**config.mk**
```make
export PLATFORM = sky130hd
export DESIGN_NAME = router_pkt_tx_flat
export DESIGN_NICKNAME = d
export VERILOG_FILES = /design/src/rtl/router_pkt_tx_pkg.sv /design/src/rtl/router_pkt_tx_if.sv /design/src/rtl/router_pkt_tx_buf.sv /design/src/rtl/router_pkt_tx.sv /design/src/flat_wrapper.sv
export SDC_FILE = /design/constraint.sdc
export NUM_CORES = 1
export LEC_CHECK = 0
export CORE_MARGIN = 3
export CORE_UTILIZATION = 55
export CTS_BUF_LIST = sky130_fd_sc_hd__clkbuf_8 sky130_fd_sc_hd__clkbuf_16
export CTS_CLUSTER_SIZE = 14
export DETAILED_ROUTE_END_ITERATION = 7
export DONT_BUFFER_PORTS = 1
export PLACE_DENSITY = 0.7
export SLEW_MARGIN = 20
export SYNTH_ARGS = -nofsm -noshare
export SYNTH_HDL_FRONTEND = slang
export SYNTH_SLANG_ARGS = --single-unit
```
**constraint.sdc**
```tcl
create_clock -name clk -period 4.9 [get_ports clk]
set_input_delay 0.245 -clock clk [delete_from_list [all_inputs] [get_ports clk]]
set_output_delay 0.245 -clock clk [all_outputs]
set_load 0.05 [all_outputs]
```
**src/rtl/router_pkt_tx_pkg.sv**
```systemverilog
// router_tx_pkg: shared widths, FSM state type and header packing for router_pkt_tx
package router_tx_pkg;
  localparam int ADDR_W = 2;
  localparam int LEN_W = 6;
  localparam int DATA_W = 8;
  localparam logic [ADDR_W-1:0] INVALID_ADDR = 2'b11;
  typedef enum logic [2:0] {IDLE, LOAD, HEADER, PAYLOAD, PARITY, GAP} state_t;
  function automatic logic [DATA_W-1:0] make_header(input logic [LEN_W-1:0] len, input logic [ADDR_W-1:0] addr);
    return {len, addr};
  endfunction
endpackage

```
**src/rtl/router_pkt_tx_if.sv**
```systemverilog
// router_pkt_tx_if: upstream payload stream, command handshake and router-side pins
interface router_pkt_tx_if;
  import router_tx_pkg::*;
  logic start;
  logic start_ready;
  logic [ADDR_W-1:0] dest_addr;
  logic [LEN_W-1:0] pld_len;
  logic [DATA_W-1:0] pl_data;
  logic pl_valid;
  logic pl_ready;
  logic busy;
  logic err;
  logic packet_valid;
  logic [DATA_W-1:0] tx_data;
  logic cmd_err;
  logic tx_done;
  logic [7:0] err_count;
  modport slave(
    input start, dest_addr, pld_len, pl_data, pl_valid, busy, err,
    output start_ready, pl_ready, packet_valid, tx_data, cmd_err, tx_done, err_count
  );
  modport master(
    output start, dest_addr, pld_len, pl_data, pl_valid, busy, err,
    input start_ready, pl_ready, packet_valid, tx_data, cmd_err, tx_done, err_count
  );
endinterface

```
**src/rtl/router_pkt_tx_buf.sv**
```systemverilog
// router_tx_buf: 64x8 payload store, one write port, asynchronous read port
module router_tx_buf
  import router_tx_pkg::*;
(
  input  logic              clk,
  input  logic              we,
  input  logic [LEN_W-1:0]  waddr,
  input  logic [DATA_W-1:0] wdata,
  input  logic [LEN_W-1:0]  raddr,
  output logic [DATA_W-1:0] rdata
);
  logic [DATA_W-1:0] mem [1<<LEN_W];
  // payload write; contents need no reset
  always_ff @(posedge clk)
    if (we) mem[waddr] <= wdata;
  assign rdata = mem[raddr];
endmodule

```
**src/rtl/router_pkt_tx.sv**
```systemverilog
// router_pkt_tx: buffers one payload and sends header/payload/parity to the router; ROUTER_TX_PARITY_INJ_EN adds corrupt_parity
module router_pkt_tx
  import router_tx_pkg::*;
#(
  parameter int GAP_CYCLES = 3
) (
  input logic clk,
  input logic resetn,
`ifdef ROUTER_TX_PARITY_INJ_EN
  input logic corrupt_parity,
`endif
  router_pkt_tx_if.slave bus
);
  state_t state, state_d;
  logic [ADDR_W-1:0] addr, addr_d;
  logic [LEN_W-1:0] len, len_d, cnt, cnt_d;
  logic [DATA_W-1:0] par, par_d, tx, tx_d, rdata;
  logic [3:0] gcnt, gcnt_d;
  logic pv, pv_d, inj, inj_d, we, bad, last;
  logic cmd_err, cmd_err_d, tx_done, tx_done_d, err_prev;
  logic [7:0] err_count;
  router_tx_buf u_buf (
    .clk(clk), .we(we), .waddr(cnt), .wdata(bus.pl_data), .raddr(cnt_d), .rdata(rdata)
  );
  // next state; tx outputs are registered from the next state so they hold during busy stalls
  always_comb begin
    state_d = state;
    addr_d = addr;
    len_d = len;
    cnt_d = cnt;
    par_d = par;
    gcnt_d = gcnt;
    inj_d = inj;
    we = 1'b0;
    bad = bus.dest_addr == INVALID_ADDR || bus.pld_len == '0;
    last = cnt == len - 6'd1;
    case (state)
      IDLE: if (bus.start && !bad) begin
        state_d = LOAD;
        addr_d = bus.dest_addr;
        len_d = bus.pld_len;
        par_d = make_header(bus.pld_len, bus.dest_addr);
        cnt_d = '0;
`ifdef ROUTER_TX_PARITY_INJ_EN
        inj_d = corrupt_parity;
`endif
      end
      LOAD: if (bus.pl_valid) begin
        we = 1'b1;
        par_d = par ^ bus.pl_data;
        cnt_d = last ? '0 : cnt + 6'd1;
        state_d = last ? HEADER : LOAD;
      end
      HEADER: if (!bus.busy) state_d = PAYLOAD;
      PAYLOAD: if (!bus.busy) begin
        state_d = last ? PARITY : PAYLOAD;
        cnt_d = last ? cnt : cnt + 6'd1;
      end
      PARITY: if (!bus.busy) begin
        state_d = GAP;
        gcnt_d = '0;
      end
      GAP: begin
        state_d = gcnt == 4'(GAP_CYCLES - 1) ? IDLE : GAP;
        gcnt_d = gcnt + 4'd1;
      end
      default: state_d = IDLE;
    endcase
    pv_d = state_d == HEADER || state_d == PAYLOAD;
    tx_d = state_d == HEADER ? make_header(len_d, addr_d) :
           state_d == PAYLOAD ? rdata :
           state_d == PARITY ? par_d ^ {DATA_W{inj_d}} : '0;
    cmd_err_d = state == IDLE && bus.start && bad;
    tx_done_d = state == PARITY && !bus.busy;
  end
  // state and output registers; reset aborts any packet in flight
  always_ff @(posedge clk) begin
    if (resetn) begin
      state <= IDLE;
      addr <= '0;
      len <= '0;
      cnt <= '0;
      par <= '0;
      gcnt <= '0;
      inj <= 1'b0;
      pv <= 1'b0;
      tx <= '0;
      cmd_err <= 1'b0;
      tx_done <= 1'b0;
    end else begin
      state <= state_d;
      addr <= addr_d;
      len <= len_d;
      cnt <= cnt_d;
      par <= par_d;
      gcnt <= gcnt_d;
      inj <= inj_d;
      pv <= pv_d;
      tx <= tx_d;
      cmd_err <= cmd_err_d;
      tx_done <= tx_done_d;
    end
  end
  // router err rising edges during GAP, saturating
  always_ff @(posedge clk) begin
    err_prev <= resetn ? 1'b0 : bus.err;
    if (resetn) err_count <= '0;
    else if (state == GAP && bus.err && !err_prev && err_count != 8'hFF) err_count <= err_count + 8'd1;
  end
  assign bus.start_ready = state == IDLE;
  assign bus.pl_ready = state == LOAD;
  assign bus.packet_valid = pv;
  assign bus.tx_data = tx;
  assign bus.cmd_err = cmd_err;
  assign bus.tx_done = tx_done;
  assign bus.err_count = err_count;
endmodule

```
**src/flat_wrapper.sv**
```systemverilog
// flat-port wrapper written by rule: the top's interface ports become plain ports
module router_pkt_tx_flat import router_tx_pkg::*;
#(
  parameter int GAP_CYCLES = 3
)
  (clk, resetn, bus_start, bus_dest_addr, bus_pld_len, bus_pl_data, bus_pl_valid, bus_busy, bus_err, bus_start_ready, bus_pl_ready, bus_packet_valid, bus_tx_data, bus_cmd_err, bus_tx_done, bus_err_count);
  router_pkt_tx_if bus_i ();
  input logic clk;
  input logic resetn;
  input wire logic [$bits(bus_i.start)-1:0] bus_start;
  input wire logic [$bits(bus_i.dest_addr)-1:0] bus_dest_addr;
  input wire logic [$bits(bus_i.pld_len)-1:0] bus_pld_len;
  input wire logic [$bits(bus_i.pl_data)-1:0] bus_pl_data;
  input wire logic [$bits(bus_i.pl_valid)-1:0] bus_pl_valid;
  input wire logic [$bits(bus_i.busy)-1:0] bus_busy;
  input wire logic [$bits(bus_i.err)-1:0] bus_err;
  output wire logic [$bits(bus_i.start_ready)-1:0] bus_start_ready;
  output wire logic [$bits(bus_i.pl_ready)-1:0] bus_pl_ready;
  output wire logic [$bits(bus_i.packet_valid)-1:0] bus_packet_valid;
  output wire logic [$bits(bus_i.tx_data)-1:0] bus_tx_data;
  output wire logic [$bits(bus_i.cmd_err)-1:0] bus_cmd_err;
  output wire logic [$bits(bus_i.tx_done)-1:0] bus_tx_done;
  output wire logic [$bits(bus_i.err_count)-1:0] bus_err_count;
  assign bus_i.start = bus_start;
  assign bus_i.dest_addr = bus_dest_addr;
  assign bus_i.pld_len = bus_pld_len;
  assign bus_i.pl_data = bus_pl_data;
  assign bus_i.pl_valid = bus_pl_valid;
  assign bus_i.busy = bus_busy;
  assign bus_i.err = bus_err;
  assign bus_start_ready = bus_i.start_ready;
  assign bus_pl_ready = bus_i.pl_ready;
  assign bus_packet_valid = bus_i.packet_valid;
  assign bus_tx_data = bus_i.tx_data;
  assign bus_cmd_err = bus_i.cmd_err;
  assign bus_tx_done = bus_i.tx_done;
  assign bus_err_count = bus_i.err_count;
  router_pkt_tx #(.GAP_CYCLES(GAP_CYCLES)) u_core (.clk(clk), .resetn(resetn), .bus(bus_i));
endmodule
```
After elaboration in Yosys (flattened, before gate mapping)
Memory sizes are Yosys's and may differ from the RTL's.
Index checks and enable logic that the tools add are counted.
{"block": "totals", "n_memories": 1, "ram_bits": 512, "reg_bits": 49, "wordCells": 78, "output_inout_bits": 21, "input_bits": 22}
{"block": "op_classes", "n_mux": 31, "n_bitwise": 1, "reduce_logical": 16, "n_eq_ne": 13, "addsub": 4}
{"name": "u_core.u_buf.mem", "depth": 64, "width": 8, "rd": 1, "rd_clocked_by_memory_dff": 0, "write_ports": 1, "line": "router_pkt_tx_buf.sv:12", "text": "logic [DATA_W-1:0] mem [1<<LEN_W];"}
{"operator": "two-way mux 6 bit", "count": 7}
{"operator": "two-way mux 8 bit", "count": 5}
{"operator": "two-way mux 3 bit", "count": 7}
{"operator": "one-hot mux 3 bit (6 select lines)", "count": 1}
{"operator": "one-hot mux 6 bit (3 select lines)", "count": 1}
{"operator": "one-hot mux 8 bit (2 select lines)", "count": 1}
{"operator": "== test 3 x 2 -> 1 bit (second input constant)", "count": 4}
{"operator": "== test 3 bit (second input constant)", "count": 3}
{"operator": "adder 8 x 1 -> 8 bit (second input constant)", "count": 1}
{"operator": "inequality test 8 bit (second input constant)", "count": 1}
{"operator": "one-hot mux 4 bit (2 select lines)", "count": 1}
{"operator": "bitwise XOR 8 bit", "count": 1}
{"operator": "logical AND 1 bit", "count": 7}
{"operator": "adder 6 x 1 -> 6 bit (second input constant)", "count": 1}
{"operator": "== test 6 bit", "count": 1}
{"operator": "zero test 6 bit", "count": 1}
{"operator": "two-way mux 2 bit", "count": 3}
{"operator": "subtractor 6 x 1 -> 6 bit (second input constant)", "count": 1}
{"operator": "adder 4 x 1 -> 4 bit (second input constant)", "count": 1}
{"operator": "== test 4 x 2 -> 1 bit (second input constant)", "count": 1}
{"operator": "two-way mux 1 bit", "count": 4}
{"operator": "two-way mux 4 bit", "count": 1}
{"operator": "== test 3 x 1 -> 1 bit (second input constant)", "count": 1}
{"operator": "zero test 1 bit", "count": 3}
{"operator": "6 further kinds", "count": 7}

Longest topological paths before layout
Gate-level depths: netlist of the first run.
{"block": "logic_depth", "ltp_word": 10, "mapped_depth": 21, "mapped_depth_nobuf": 18}

Cells and area by module
From an unflattened synthesis of the first run, not the netlist that was laid out.
{"block": "hier_totals", "cells_unflattened": 1267, "area_unflattened_um2": 22679.3}
{"module": "router_tx_buf", "area_each_um2": 20006.7, "cells_each": 932, "n_inst": 1, "seq_area_each_um2": 15374.7}
{"module": "router_pkt_tx", "area_each_um2": 2672.6, "cells_each": 335, "n_inst": 1, "seq_area_each_um2": 980.9}

Least setup slack after synthesis of the first run
Ideal clock, no wire load.
{"block": "synth_timing", "path_kind": "reg2reg", "startpoint": "register u_core.len[0]", "endpoint": "register u_core.tx[1], in the netlist u_core.bus.tx_data[1]", "setup_ns": 0.136, "required_ns": 4.764, "slack_ns": 0.931, "stages_incl_launch_ff": 21, "t_arrival_ns": 3.834, "synth_period_minus_slack_ns": 3.969, "n_path_buf": 4, "cell_sequence": "dfxtp_1 -> inv_1 -> ha_1 -> or3b_1 -> a211oi_1 -> and4b_2 -> and2_4 -> inv_2 -> ha_1 -> nor3_1 -> o21ai_0 -> and4_4 -> buf_6 -> buf_2 -> buf_2 -> clkbuf_1 -> nand3_1 -> a31oi_1 -> o21ai_0 -> a311oi_1 -> o32ai_1"}
{"block": "synth_via", "elab_chain_len": 9, "word_cells_on_any_way": 19, "cone_classes": "add/sub: 1; eq/ne: 4; mux: 13; memory: 1"}
{"item": "from (decl)", "line": "router_pkt_tx.sv:16", "text": "logic [LEN_W-1:0] len, len_d, cnt, cnt_d;"}
{"item": "from (signal assigned)", "line": "router_pkt_tx.sv:93", "text": "len <= len_d;"}
{"item": "subtractor 6 x 1 -> 6 bit *", "line": "router_pkt_tx.sv:36", "text": "last = cnt == len - 6'd1;"}
{"item": "== test 6 bit *", "line": "router_pkt_tx.sv:36"}
{"item": "branches (longest 6 deep; another with memory (64 x 8 bit))"}
{"item": "two-way mux 8 bit *", "line": "router_pkt_tx.sv:70", "text": "tx_d = state_d == HEADER ? make_header(len_d, addr_d) :"}
{"item": "to (signal assigned)", "line": "router_pkt_tx.sv:99", "text": "tx <= tx_d;"}
{"item": "to (decl)", "line": "router_pkt_tx.sv:17", "text": "logic [DATA_W-1:0] par, par_d, tx, tx_d, rdata;"}
Every way passes the cells marked *.
A chain may end at the register's enable or synchronous reset.

Worst setup path in the final report of the first run
{"block": "layout_timing", "startpoint": "register u_core.len[0]", "endpoint": "register u_core.tx[0], in the netlist u_core.bus.tx_data[0]"}
Same word-level chain as after synthesis.

==> metrics.yaml, run 1 <==
status:
  status: "completed"
route:
  ant_nets: 0
  first_iter_violations: 2421
  detail_route.drc_violations: 0
  drt-total-wl_mm: 65.4
  avgRoutedWirePerCell_um: 26.3
  vias_per_cell: 6.41
  vias: 15900
  drt_pass1_iterations: 5
grt:
  grt_overflow_total: 0
  grt_pass1_wl_mm: 95.1
  initial_antenna_violation_count: 2
  global_route.usage.total_pct: 28.4
  largest_net_degree_at_the_start_of_global_routing: 67
  vias_in_the_first_global_route: 15100
power:
  p_per_area_nw_per_um2: 387
  vdd_drop_max_mv: 0.291
  power_leakage_uw: 0.00918
  power.total_uw: 10300
worst_hold_path:
  holdCritPathClass: "input port to flip-flop"
  hold-path-cell-count: 1
  timing.hold.worst.start: "bus_pl_data[7]"
sta:
  fmax_achieved_mhz: 213
  final.min_clock_period_ns: 4.69
  finClkSkew_ns: 0.0146
  setup_violations: 0
  timing.max_slew.rel_slack_pct: 20.0
  final_ws_setup_ns: 0.214
  fin_crit_sh_pct: 95.6
  finalMaxSlewViolations: 0
  fin_worst_hold_slack_ns: 0.00365
  tightestPinTransition_ns: 1.19
  hold_viol: 0
clock_tree:
  cts-htree-levels: 2
  clock_sink_count: 561
  clock_tree.root_cell: "sky130_fd_sc_hd__clkbuf_16"
  clock_insertion_delay_worst_skew_ns: 0.61
  worst_setup_hold_path_clk_slew_ns: 0.06
  cts-buffers-inserted: 57
  clock_tree_from_tritoncts: "built"
  ctsLongestPathBuffers: 3
floorplanning:
  initial_utilization_pct: 56.4
  top_level_ports: 43
  core_region_area_um2: 41400
  placementRows: 74
  dieWidth_um: 212
  die_area_um2: 44900
  chipHeight_um: 212
yosys:
  synthesis.yosys.warnings: 0
  synth.avg_cell_area_um2: 12.6
  yosysSeqAreaShare_pct: 70.1
  post-synth-top-area-fraction_pct: 65.9
  yosys_register_bits: 561
  synth.top_cells.by_count: "sky130_fd_sc_hd__edfxtp_1 (512), sky130_fd_sc_hd__nand2_1 (448), sky130_fd_sc_hd__nand3_1 (187)"
  dominant_cells_by_area_after_synthesis: "sky130_fd_sc_hd__edfxtp_1 (66%), sky130_fd_sc_hd__nand2_1 (7.2%), sky130_fd_sc_hd__dfxtp_1 (4.2%)"
  syn_inst: 1850
  yosys.cell_types.count: 76
  synthArstFlopShare_pct: 0
  netlist.top_cell.by_area: "sky130_fd_sc_hd__edfxtp_1"
  mappedNetlistArea_um2: 23300
  most_repeated_cell_in_the_gate_level_netlist_after_synthesis: "sky130_fd_sc_hd__edfxtp_1"
  mappedNetlistNets: 1878
  synth_enable_flop_cells: 512
  dominantRegCellSynth: "sky130_fd_sc_hd__edfxtp_1"
place:
  hpwl_mm: 37.7
  place_congestion: 0.882
  portBuffers: 0
  detailed_place.area_um2: 24100
  detailedPlace.worstSlack_ns: 0.0587
worst_setup_path:
  ff2ff_path_depth: 22
  regToRegSetupSlack_ns: 0.21
  critical_path.n_buffers_inverters: 6
  critPathMaxStageDelay_ns: 0.46
  timing.critical_path.from_type: "flip-flop"
  category_of_cells_accounting_for_the_largest_share_of_critical_path_delay: "simple AND/OR/NAND/NOR gates"
  timing.critical_path.mode_cell: "sky130_fd_sc_hd__buf_4"
  reg2reg_to: "u_core.bus.tx_data[0]"
  critPathSlowestCell: "sky130_fd_sc_hd__a21oi_1"
  crit_end: "u_core.bus.tx_data[0]"
  worst-setup-path-type: "flip-flop to flip-flop"
  crit_path_start: "u_core.len[0]"
  cp_num_cells: 22
  crit_required_ns: 5.45
  reg2reg_from: "u_core.len[0]"
  cp_max_fo: 16
  cp.arrival_ns: 5.24
  cp_cell_sequence: "inv_1 > ha_1 > or3b_1 > a211oi_1 > and4b_2 > and2_4 > inv_2 > ha_1 > nor3_2 > o21ai_2 > buf_4 > nand4_1 > buf_4 > buf_6 > buf_4 > nand2_1 > nand3_1 > nand3_1 > a21oi_1 > a211oi_2 > o31ai_1 > a22o_1"
  end_kind: "flip-flop"
layout:
  num-nets-final: 1935
  layout-drive-gt1-share_pct: 12.2
  synthToLayoutAreaGrowth_pct: 14.5
  postLayoutCellArea_um2: 26700
run:
  total_of_max_cap_violations: 0
-- stage by stage --
stage / std cells / TNS (ns) / util (%)
3_5_place_dp: 2333 / 0 / 58.2
3_3_place_gp: 2333 / 0 / 58.2
4_1_cts: 2468 / 0 / 64.0
5_1_grt: 2489 / -0.0121 / 64.5
6_report: 2489 / 0 / 64.5
2_1_floorplan: 1850 / 0 / -
-- state kept, by name, indices dropped and copies added, names as in the netlist --
| signal | flops |
|---|---|
| u_core.addr | 2 |
| u_core.bus.cmd_err | 1 |
| u_core.bus.err_count | 8 |
| u_core.bus.packet_valid | 1 |
| u_core.bus.tx_data | 8 |
| u_core.bus.tx_done | 1 |
| u_core.cnt | 6 |
| u_core.err_prev | 1 |
| u_core.gcnt | 4 |
| u_core.len | 6 |
| u_core.par | 8 |
| u_core.state | 3 |
| u_core.u_buf.mem | 512 |
-- cell families after synthesis --
logic type / after synthesis / synth area share, %
simple gates: 877 / 16.6
flops: 561 / 70.1
compound gates: 214 / 6.58
buf+inv: 133 / 2.84
mux: 47 / 3.10
xor+xnor: 12 / 0.450
fa+ha+maj: 6 / 0.322
-- per-layer routing --
| layer | vias to the layer above | wire, um | GRT usage (%) |
|---|---|---|---|
| met3 | 141 | 7920 | 7.05 |
| met5 | - | 0 | 0 |
| li1 | 6985 | - | - |
| met4 | 0 | 2160 | 9.82 |
| met2 | 987 | 30400 | 44.6 |
| met1 | 7836 | 24900 | 39.3 |
-- cells in the final DEF, fill, tap and decap left out, types with 11 or more instances in the layout --
cell type and instances:
sky130_fd_sc_hd__dlygate4sd3_1 18, sky130_fd_sc_hd__nor2_1 128, sky130_fd_sc_hd__mux2i_1 25, sky130_fd_sc_hd__a211oi_1 11, sky130_fd_sc_hd__and3_1 34, sky130_fd_sc_hd__nand4_1 16, sky130_fd_sc_hd__edfxtp_1 512, sky130_fd_sc_hd__a311oi_1 35
sky130_fd_sc_hd__o21ai_0 14, sky130_fd_sc_hd__clkinv_1 14, sky130_fd_sc_hd__inv_1 23, sky130_fd_sc_hd__nand2_1 448, sky130_fd_sc_hd__dfxtp_1 49, sky130_fd_sc_hd__mux4_2 20, sky130_fd_sc_hd__buf_12 14, sky130_fd_sc_hd__clkbuf_16 60
sky130_fd_sc_hd__buf_4 68, sky130_fd_sc_hd__a21oi_1 45, sky130_fd_sc_hd__nand3_1 187, sky130_fd_sc_hd__a31oi_1 26
-- how the worst min path moves through the flow --
stage	slack [ns]	to
finish	0.004	u_core.u_buf.mem[25][7]
global route	0.01	u_core.u_buf.mem[25][7]
CTS	0.0005	u_core.par[2]
detailed placement	0.32	u_core.par[0]
global placement	0.32	u_core.bus.err_count[5]
floorplan	0.34	u_core.u_buf.mem[0][0]
-- final cells by class --
| class | count | area, um2 |
|---|---|---|
| sequential | 561 | 16400 |
| fill | 2985 | 14700 |
| multi-input combinational | 1158 | 6410 |
| clock buffer | 67 | 1590 |
| timing repair buffer | 112 | 1250 |
| tap | 532 | 666 |
| clock inverter | 41 | 373 |
| inverter | 17 | 63.8 |
| antenna | 1 | 2.50 |
-- where the power goes --
group | internal (uW) | switching, uW | leakage, uW | total, uW
registers | 5230 | 14.3 | 0.00500 | 5240
logic | 210 | 385 | 0.00319 | 595
clock network | 2660 | 1830 | 0.000983 | 4490
total | 8110 | 2230 | 0.00918 | 10300
-- worst reg2reg max path: cells and delay by family (launching register included) --
family                     cells  cell delay, ns
and+or+nand+nor                8            1.47
DFF                            1            0.35
AOI/OAI and AO/OA              6            1.31
buffers and inverters          6            1.01
adders and majority gates      2            0.49
-- what timing repair did --
action,CTS,global route
buffers inserted,0,16
setup endpoints to repair,0,8
resized for setup,0,11
hold buffers,27,0
hold endpoints to repair,559,0
(Power assumes the default switching activity.)
==> run 2, diff against run 1 <==
--- a/config.mk
+++ b/config.mk
@@ -5,6 +5,7 @@
 export SDC_FILE = /design/constraint.sdc
 export NUM_CORES = 1
 export LEC_CHECK = 0
+export CORE_ASPECT_RATIO = 0.7
 export CORE_MARGIN = 3
 export CORE_UTILIZATION = 55
 export CTS_BUF_LIST = sky130_fd_sc_hd__clkbuf_8 sky130_fd_sc_hd__clkbuf_16
==> run 2 against run 1 <==
Net effect: clock power decreased by 16%; via count decreased by 0.49%; clock-buffer cell count decreased by 11; hold slack improved by 0.011 ns; power decreased by 6.9%; non-clock buffer count increased by 2; final area decreased by 1.7%; register-to-register slack about the same.
==> metrics.yaml, run 2 (synthesized netlist as in run 1, its figures left out) <==
worst_hold_path:
  worstHoldEndpoint: "u_core.u_buf.mem[30][7]"
  timing.hold.worst.start: "bus_pl_data[7]"
  hold-path-cell-count: 1  # unchanged
  holdCritPathClass: "input port to flip-flop"
clock_tree:
  worst_setup_hold_path_clk_slew_ns: 0.07  # about the same
  cts-htree-levels: 2  # unchanged
  clock_insertion_delay_worst_skew_ns: 0.60  # about the same
  clock_tree_from_tritoncts: "built"
  ctsLongestPathBuffers: 3  # unchanged
  clock_sink_count: 561  # unchanged
  clock_tree.root_cell: "sky130_fd_sc_hd__clkbuf_16"
  cts-buffers-inserted: 51  # -11%
route:
  vias: 15900  # -0.49%
  detail_route.drc_violations: 0  # unchanged
  drt-total-wl_mm: 65.4  # about the same
  avgRoutedWirePerCell_um: 26.3  # +0.26%
  drt_pass1_iterations: 6  # +1
  ant_nets: 0  # unchanged
  vias_per_cell: 6.39  # -0.29%
  first_iter_violations: 2271  # -6.2%
grt:
  grt_overflow_total: 0  # unchanged
  initial_antenna_violation_count: 1  # -1
  grt_pass1_wl_mm: 96.8  # +1.8%
  global_route.usage.total_pct: 29.2  # +0.76 points
  vias_in_the_first_global_route: 15000  # -0.83%
  largest_net_degree_at_the_start_of_global_routing: 66  # -1.5%
layout:
  finalCoreUtilization_pct: 63.4  # -1.1 points
  register_area_um2: 16400  # unchanged
  final_common_cell: "sky130_fd_sc_hd__edfxtp_1"
  multi_input_area_um2: 6350  # -0.96%
  final_cell_mix: "sky130_fd_sc_hd__edfxtp_1 (512), sky130_fd_sc_hd__nand2_1 (448), sky130_fd_sc_hd__nand3_1 (187)"
  layout-drive-gt1-share_pct: 11.1  # -1.1 points
  num-nets-final: 1929  # -0.31%
  register_with_the_highest_flop_count: "u_core.u_buf.mem"
  largest_register_ff_count: 512  # unchanged
  synthToLayoutAreaGrowth_pct: 12.5
  nFillCells: 3083  # +3.3%
worst_setup_path:
  critPathSlowestCell: "sky130_fd_sc_hd__a2111oi_0"
  reg2reg_from: "u_core.state[1]"
  worst-setup-path-type: "flip-flop to flip-flop"
  cp.arrival_ns: 5.16  # -0.08 ns
  timing.critical_path.from_type: "flip-flop"
  cp_max_fo: 15  # -1
  cp_cell_sequence: "nor2_2 > nand2_1 > o21ai_1 > a2111oi_2 > o22a_1 > nand2_1 > a2111oi_0 > buf_4 > nor4_1 > o32ai_1"
  crit_required_ns: 5.38  # -0.07 ns
  ff2ff_path_depth: 10  # -55%
  regToRegSetupSlack_ns: 0.22  # about the same
  critPathMaxStageDelay_ns: 1.02  # +0.56 ns
  reg2reg_to: "u_core.bus.tx_data[5]"
  end_kind: "flip-flop"
  timing.critical_path.mode_cell: "sky130_fd_sc_hd__nand2_1"
sta:
  rsz0062_at_grt: "no"
  fmax_achieved_mhz: 214  # +0.13%
  final.min_clock_period_ns: 4.68  # -0.00608 ns
  timing.max_slew.rel_slack_pct: 29.6  # +9.7 points
  post_route_setup_tns_ns: 0  # unchanged
  finalMaxSlewViolations: 0  # unchanged
  fin_crit_sh_pct: 95.5  # -0.12 points
  tightestPinTransition_ns: 1.03  # -0.159 ns
  finClkSkew_ns: 0.0236  # +0.00900 ns
  hold_viol: 0  # unchanged
  setup_violations: 0  # unchanged
power:
  power.total_uw: 9630  # -6.9%
  power_leakage_uw: 0.00900  # -2.0%
  vdd_drop_max_mv: 0.280  # -3.8%
  p_per_area_nw_per_um2: 367  # -5.3%
floorplanning:
  chipHeight_um: 178  # -16%
  die_area_um2: 45000  # about the same
  dieWidth_um: 252  # +19%
  core_region_area_um2: 41400  # about the same
  initial_utilization_pct: 56.3  # about the same
  placementRows: 62  # -16%
  top_level_ports: 43  # unchanged
place:
  place_congestion: 0.918  # +4.1%
  hpwl_mm: 39.3  # +4.3%
  portBuffers: 0  # unchanged
run:
  total_of_max_cap_violations: 0  # unchanged
status:
  status: "completed"
run 2: cell types whose count changed in the layout (fill, tap and decap cells not counted), sizes merged:
cell / delta
and4: -2
buf: +2
bufinv: -6
clkbuf: -12
clkinv: -6
dlygate4sd3: +1
inv: +6
run 2: timing repair:
| item | in CTS | in global routing |
|---|---|---|
| setup buffers | 3 | 3 |
| endpoints found under the setup margin | 2 | 8 |
| hold buffers | 28 | 0 |
| pin swaps | 1 | 1 |
| hold endpoints to repair | 555 | 0 |
| resized for setup | 0 | 2 |
run 2: through the flow:
stage	std cells	instance area, um2	setup WS [ns]	hold slack (ns)
after floorplan	1850	23300	0.931	0.344
after global placement	2358	24200	0.158	0.318
after detailed placement	2358	24200	-0.0380	0.323
after CTS	2480	26200	0.138	0.00383
after global routing	2483	26300	0.0500	0.0401
final	2484	26300	0.220	0.0144
run 2: area by class of cell:
class                           count  share of cell area, %
Multi-Input combinational cell   1156                   24.2
Timing Repair Buffer              114                   4.76
Tap cell                          544                   2.59
Clock inverter                     35                  0.777
Antenna cell                        1                0.00953
Sequential cell                   561                   62.3
Clock buffer                       56                   5.16
Inverter                           17                  0.243
run 2: power breakdown:
part	total [uW]	switching (uW)	internal, uW
clock	3790	1750	2040
combinational	597	383	215
sequential	5240	11.8	5230
run 2: worst max-delay path: cells and delay by family, from the launching register on:
| kind | cells | cell delay (ns) |
|---|---|---|
| AND/OR/NAND/NOR | 4 | 0.99 |
| flip-flops | 1 | 0.65 |
| AO/OA/AOI/OAI | 5 | 2.69 |
| buffers and inverters | 1 | 0.23 |
run 2: per-layer routing:
layer	up-vias	part of all wire [%]	track usage [%]
met5	-	0	0
met4	0	3.3	9.44
met1	7839	41	42.3
li1	6952	-	-
met3	140	14	10.8
met2	940	42	41.1
run 2: how the worst max path moves through the flow:
stage / start / end / depth (start not counted)
2_1_floorplan: u_core.len[0] / u_core.bus.tx_data[1] / 20
3_3_place_gp: u_core.len[0] / u_core.bus.tx_data[4] / 20
3_5_place_dp: u_core.len[0] / u_core.bus.tx_data[5] / 17
4_1_cts: u_core.len[0] / u_core.bus.tx_data[4] / 21
5_1_grt: u_core.len[0] / u_core.bus.tx_data[1] / 22
6_report: u_core.state[1] / u_core.bus.tx_data[5] / 10
==> run 3, diff against run 2 <==
--- a/config.mk
+++ b/config.mk
@@ -7,12 +7,13 @@
 export LEC_CHECK = 0
 export CORE_ASPECT_RATIO = 0.7
 export CORE_MARGIN = 3
-export CORE_UTILIZATION = 55
+export CORE_UTILIZATION = 54
 export CTS_BUF_LIST = sky130_fd_sc_hd__clkbuf_8 sky130_fd_sc_hd__clkbuf_16
 export CTS_CLUSTER_SIZE = 14
 export DETAILED_ROUTE_END_ITERATION = 7
 export DONT_BUFFER_PORTS = 1
-export PLACE_DENSITY = 0.7
+export MAX_ROUTING_LAYER = met4
+export PLACE_DENSITY = 0.69
 export SLEW_MARGIN = 20
 export SYNTH_ARGS = -nofsm -noshare
 export SYNTH_HDL_FRONTEND = slang
==> run 3 against run 2 <==
Net effect: critical path depth rose by 11; final cell count fell by 0.24%; sequential power barely moved; clock power fell by 4%; largest cell class unchanged.
==> metrics.yaml, run 3 (synthesized netlist as in run 1, its figures left out) <==
place:
  post-place-cells: 2356  # -0.085%
  portBuffers: 0  # unchanged
  place_congestion: 0.936  # +1.9%
  hpwl_mm: 38.8  # -1.3%
  detailed_place.area_um2: 24100  # -0.27%
run:
  total_of_max_cap_violations: 0  # unchanged
clock_tree:
  cts-buffers-inserted: 50  # -2.0%
  clock_sink_count: 561  # unchanged
  clock_tree.root_cell: "sky130_fd_sc_hd__clkbuf_16"
  worst_setup_hold_path_clk_slew_ns: 0.07  # about the same
  clock_insertion_delay_worst_skew_ns: 0.57  # -0.03 ns
  cts-htree-levels: 2  # unchanged
  ctsLongestPathBuffers: 3  # unchanged
  clock_tree_from_tritoncts: "built"
route:
  detail_route.drc_violations: 0  # unchanged
  vias_per_cell: 6.40  # +0.23%
  drt_pass1_iterations: 5  # -1
  avgRoutedWirePerCell_um: 26.3  # -0.13%
  vias: 15900  # -0.013%
  ant_nets: 0  # unchanged
  drt-total-wl_mm: 65.2  # -0.38%
  first_iter_violations: 2454  # +8.1%
layout:
  num_antenna_cells: 0  # -1
  final_cell_mix: "sky130_fd_sc_hd__edfxtp_1 (512), sky130_fd_sc_hd__nand2_1 (448), sky130_fd_sc_hd__nand3_1 (187)"
  nFillCells: 3167  # +2.7%
  register_with_the_highest_flop_count: "u_core.u_buf.mem"
  finalCoreUtilization_pct: 61.6  # -1.8 points
  synthToLayoutAreaGrowth_pct: 12.1
  stdcell_count: 2478  # -0.24%
  num-nets-final: 1920  # -0.47%
  postLayoutCellArea_um2: 26200  # -0.41%
  largest_register_ff_count: 512  # unchanged
  layout-drive-gt1-share_pct: 10.5  # -0.55 points
  final_common_cell: "sky130_fd_sc_hd__edfxtp_1"
worst_setup_path:
  cp_max_fo: 17  # +2
  critPathMaxStageDelay_ns: 0.47  # -0.55 ns
  regToRegSetupSlack_ns: 0.23  # about the same
  reg2reg_to: "u_core.bus.tx_data[7]"
  timing.critical_path.mode_cell: "sky130_fd_sc_hd__buf_4"
  reg2reg_from: "u_core.len[0]"
  ff2ff_path_depth: 21  # +11
  critPathSlowestCell: "sky130_fd_sc_hd__nor3_1"
  cp_cell_sequence: "inv_1 > ha_1 > or3b_1 > a211oi_2 > and4b_2 > and2_4 > inv_2 > ha_1 > nor3_1 > o21ai_1 > and4_4 > buf_12 > buf_4 > buf_4 > nand2_1 > nand3_1 > a311oi_1 > a311oi_1 > buf_4 > nor3_1 > o31ai_1"
  cp.arrival_ns: 5.11  # -0.05 ns
  critical_path.n_buffers_inverters: 6  # +5
  crit_required_ns: 5.34  # -0.04 ns
  end_kind: "flip-flop"
  category_of_cells_accounting_for_the_largest_share_of_critical_path_delay: "simple AND/OR/NAND/NOR gates"
  worst-setup-path-type: "flip-flop to flip-flop"
  timing.critical_path.from_type: "flip-flop"
sta:
  timing.max_slew.rel_slack_pct: 34.2  # +4.6 points
  rsz0062_at_grt: "no"
  tightestPinTransition_ns: 0.983  # -0.0457 ns
  finClkSkew_ns: 0.0104  # -0.0132 ns
  finalMaxSlewViolations: 0  # unchanged
  fmax_achieved_mhz: 214  # +0.24%
  fin_worst_hold_slack_ns: 0.0267  # +0.0123 ns
  final.min_clock_period_ns: 4.67  # -0.0113 ns
  setup_violations: 0  # unchanged
  hold_viol: 0  # unchanged
  fin_crit_sh_pct: 95.3  # -0.23 points
grt:
  grt_most_used_layer: "met1"
  globalRouteMet3Util_pct: 10.2  # -0.56 points
  vias_in_the_first_global_route: 14800  # -1.4%
  global_route.usage.total_pct: 29.3  # +0.15 points
  grt_pass1_wl_mm: 96.3  # -0.53%
  initial_antenna_violation_count: 0  # -1
  grt.met2_usage_pct: 38.7  # -2.4 points
  largest_net_degree_at_the_start_of_global_routing: 66  # unchanged
  met1_track_demand_over_resource_pct: 43.5  # +1.2 points
  grt_overflow_total: 0  # unchanged
floorplanning:
  chipHeight_um: 180  # +0.89%
  dieWidth_um: 254  # +0.90%
  placementRows: 63  # +1.6%
  core_region_area_um2: 42500  # +2.6%
  initial_utilization_pct: 54.9  # -1.4 points
  die_area_um2: 45800  # +1.8%
  top_level_ports: 43  # unchanged
status:
  status: "completed"
worst_hold_path:
  holdCritPathClass: "input port to flip-flop"
  hold-path-cell-count: 4  # +3
  timing.hold.worst.start: "bus_pl_data[6]"
  worstHoldEndpoint: "u_core.par[6]"
power:
  vdd_drop_max_mv: 0.338  # +20%
  power_leakage_uw: 0.00894  # -0.60%
  p_per_area_nw_per_um2: 362  # -1.4%
-- run 3: cell count changes in the layout (fill, tap and decap cells not counted), moves of 3 or more --
| cell | delta |
|---|---|
| sky130_fd_sc_hd__a311oi_1 | -3 |
| sky130_fd_sc_hd__a311oi_2 | +3 |
| sky130_fd_sc_hd__buf_4 | -7 |
| sky130_fd_sc_hd__clkinvlp_4 | -3 |
| sky130_fd_sc_hd__clkbuf_8 | -3 |
| sky130_fd_sc_hd__clkinv_1 | +5 |
-- run 3: repair_timing --
item,in CTS,in global routing
endpoints found under the hold margin,553,0
pin swaps,1,1
buffers inserted,4,6
setup endpoints to repair,1,8
gates resized for setup,0,7
hold buffers,26,0
-- run 3: metal layers --
layer,vias to the layer above,part of all wire [%]
met5,-,0
met3,108,14
met1,7799,42
met2,1028,42
met4,0,2.6
li1,6934,-
-- run 3: report_power, final --
group | switching [uW] | internal [uW]
clock network | 1690 | 1950
logic | 376 | 208
registers | 11.2 | 5230
-- run 3: area by class of cell --
cell class / instances / area (um2) / area share (%)
repair buffers: 106 / 1200 / 4.58
multi-input cells: 1156 / 6370 / 24.4
clock buffers: 54 / 1340 / 5.12
clock inverters: 32 / 130 / 0.498
inverters: 17 / 63.8 / 0.244
well taps: 552 / 691 / 2.64
flip-flops and latches: 561 / 16400 / 62.5
-- run 3: worst register-to-register path, cell delays in order, from the launching register on --
cell and delay, ns:
sky130_fd_sc_hd__dfxtp_1 0.35, sky130_fd_sc_hd__inv_1 0.08, sky130_fd_sc_hd__ha_1 0.21, sky130_fd_sc_hd__or3b_1 0.38, sky130_fd_sc_hd__a211oi_2 0.22, sky130_fd_sc_hd__and4b_2 0.30
sky130_fd_sc_hd__and2_4 0.19, sky130_fd_sc_hd__inv_2 0.06, sky130_fd_sc_hd__ha_1 0.27, sky130_fd_sc_hd__nor3_1 0.18, sky130_fd_sc_hd__o21ai_1 0.10, sky130_fd_sc_hd__and4_4 0.22
sky130_fd_sc_hd__buf_12 0.16, sky130_fd_sc_hd__buf_4 0.17, sky130_fd_sc_hd__buf_4 0.19, sky130_fd_sc_hd__nand2_1 0.08, sky130_fd_sc_hd__nand3_1 0.09, sky130_fd_sc_hd__a311oi_1 0.41
sky130_fd_sc_hd__a311oi_1 0.10, sky130_fd_sc_hd__buf_4 0.19, sky130_fd_sc_hd__nor3_1 0.47, sky130_fd_sc_hd__o31ai_1 0.12
-- run 3: worst max path at each step --
stage / start / end / depth (start not counted)
after floorplan: u_core.len[0] / u_core.bus.tx_data[1] / 20
after global placement: u_core.len[0] / u_core.bus.tx_data[7] / 19
after detailed placement: u_core.len[0] / u_core.bus.tx_data[7] / 19
after CTS: u_core.len[0] / u_core.bus.tx_data[0] / 23
after global routing: u_core.len[0] / u_core.bus.tx_data[2] / 21
final: u_core.len[0] / u_core.bus.tx_data[7] / 21
-- run 3: through the flow --
step | TNS [ns] | setup WS (ns) | total power, uW
after floorplan | 0 | 0.931 | 5650
after global placement | 0 | 0.0732 | 5780
after detailed placement | -0.0787 | -0.0787 | 5780
after CTS | 0 | 0.0999 | 9460
after global routing | 0 | 0.0398 | 9710
final | 0 | 0.232 | 9460
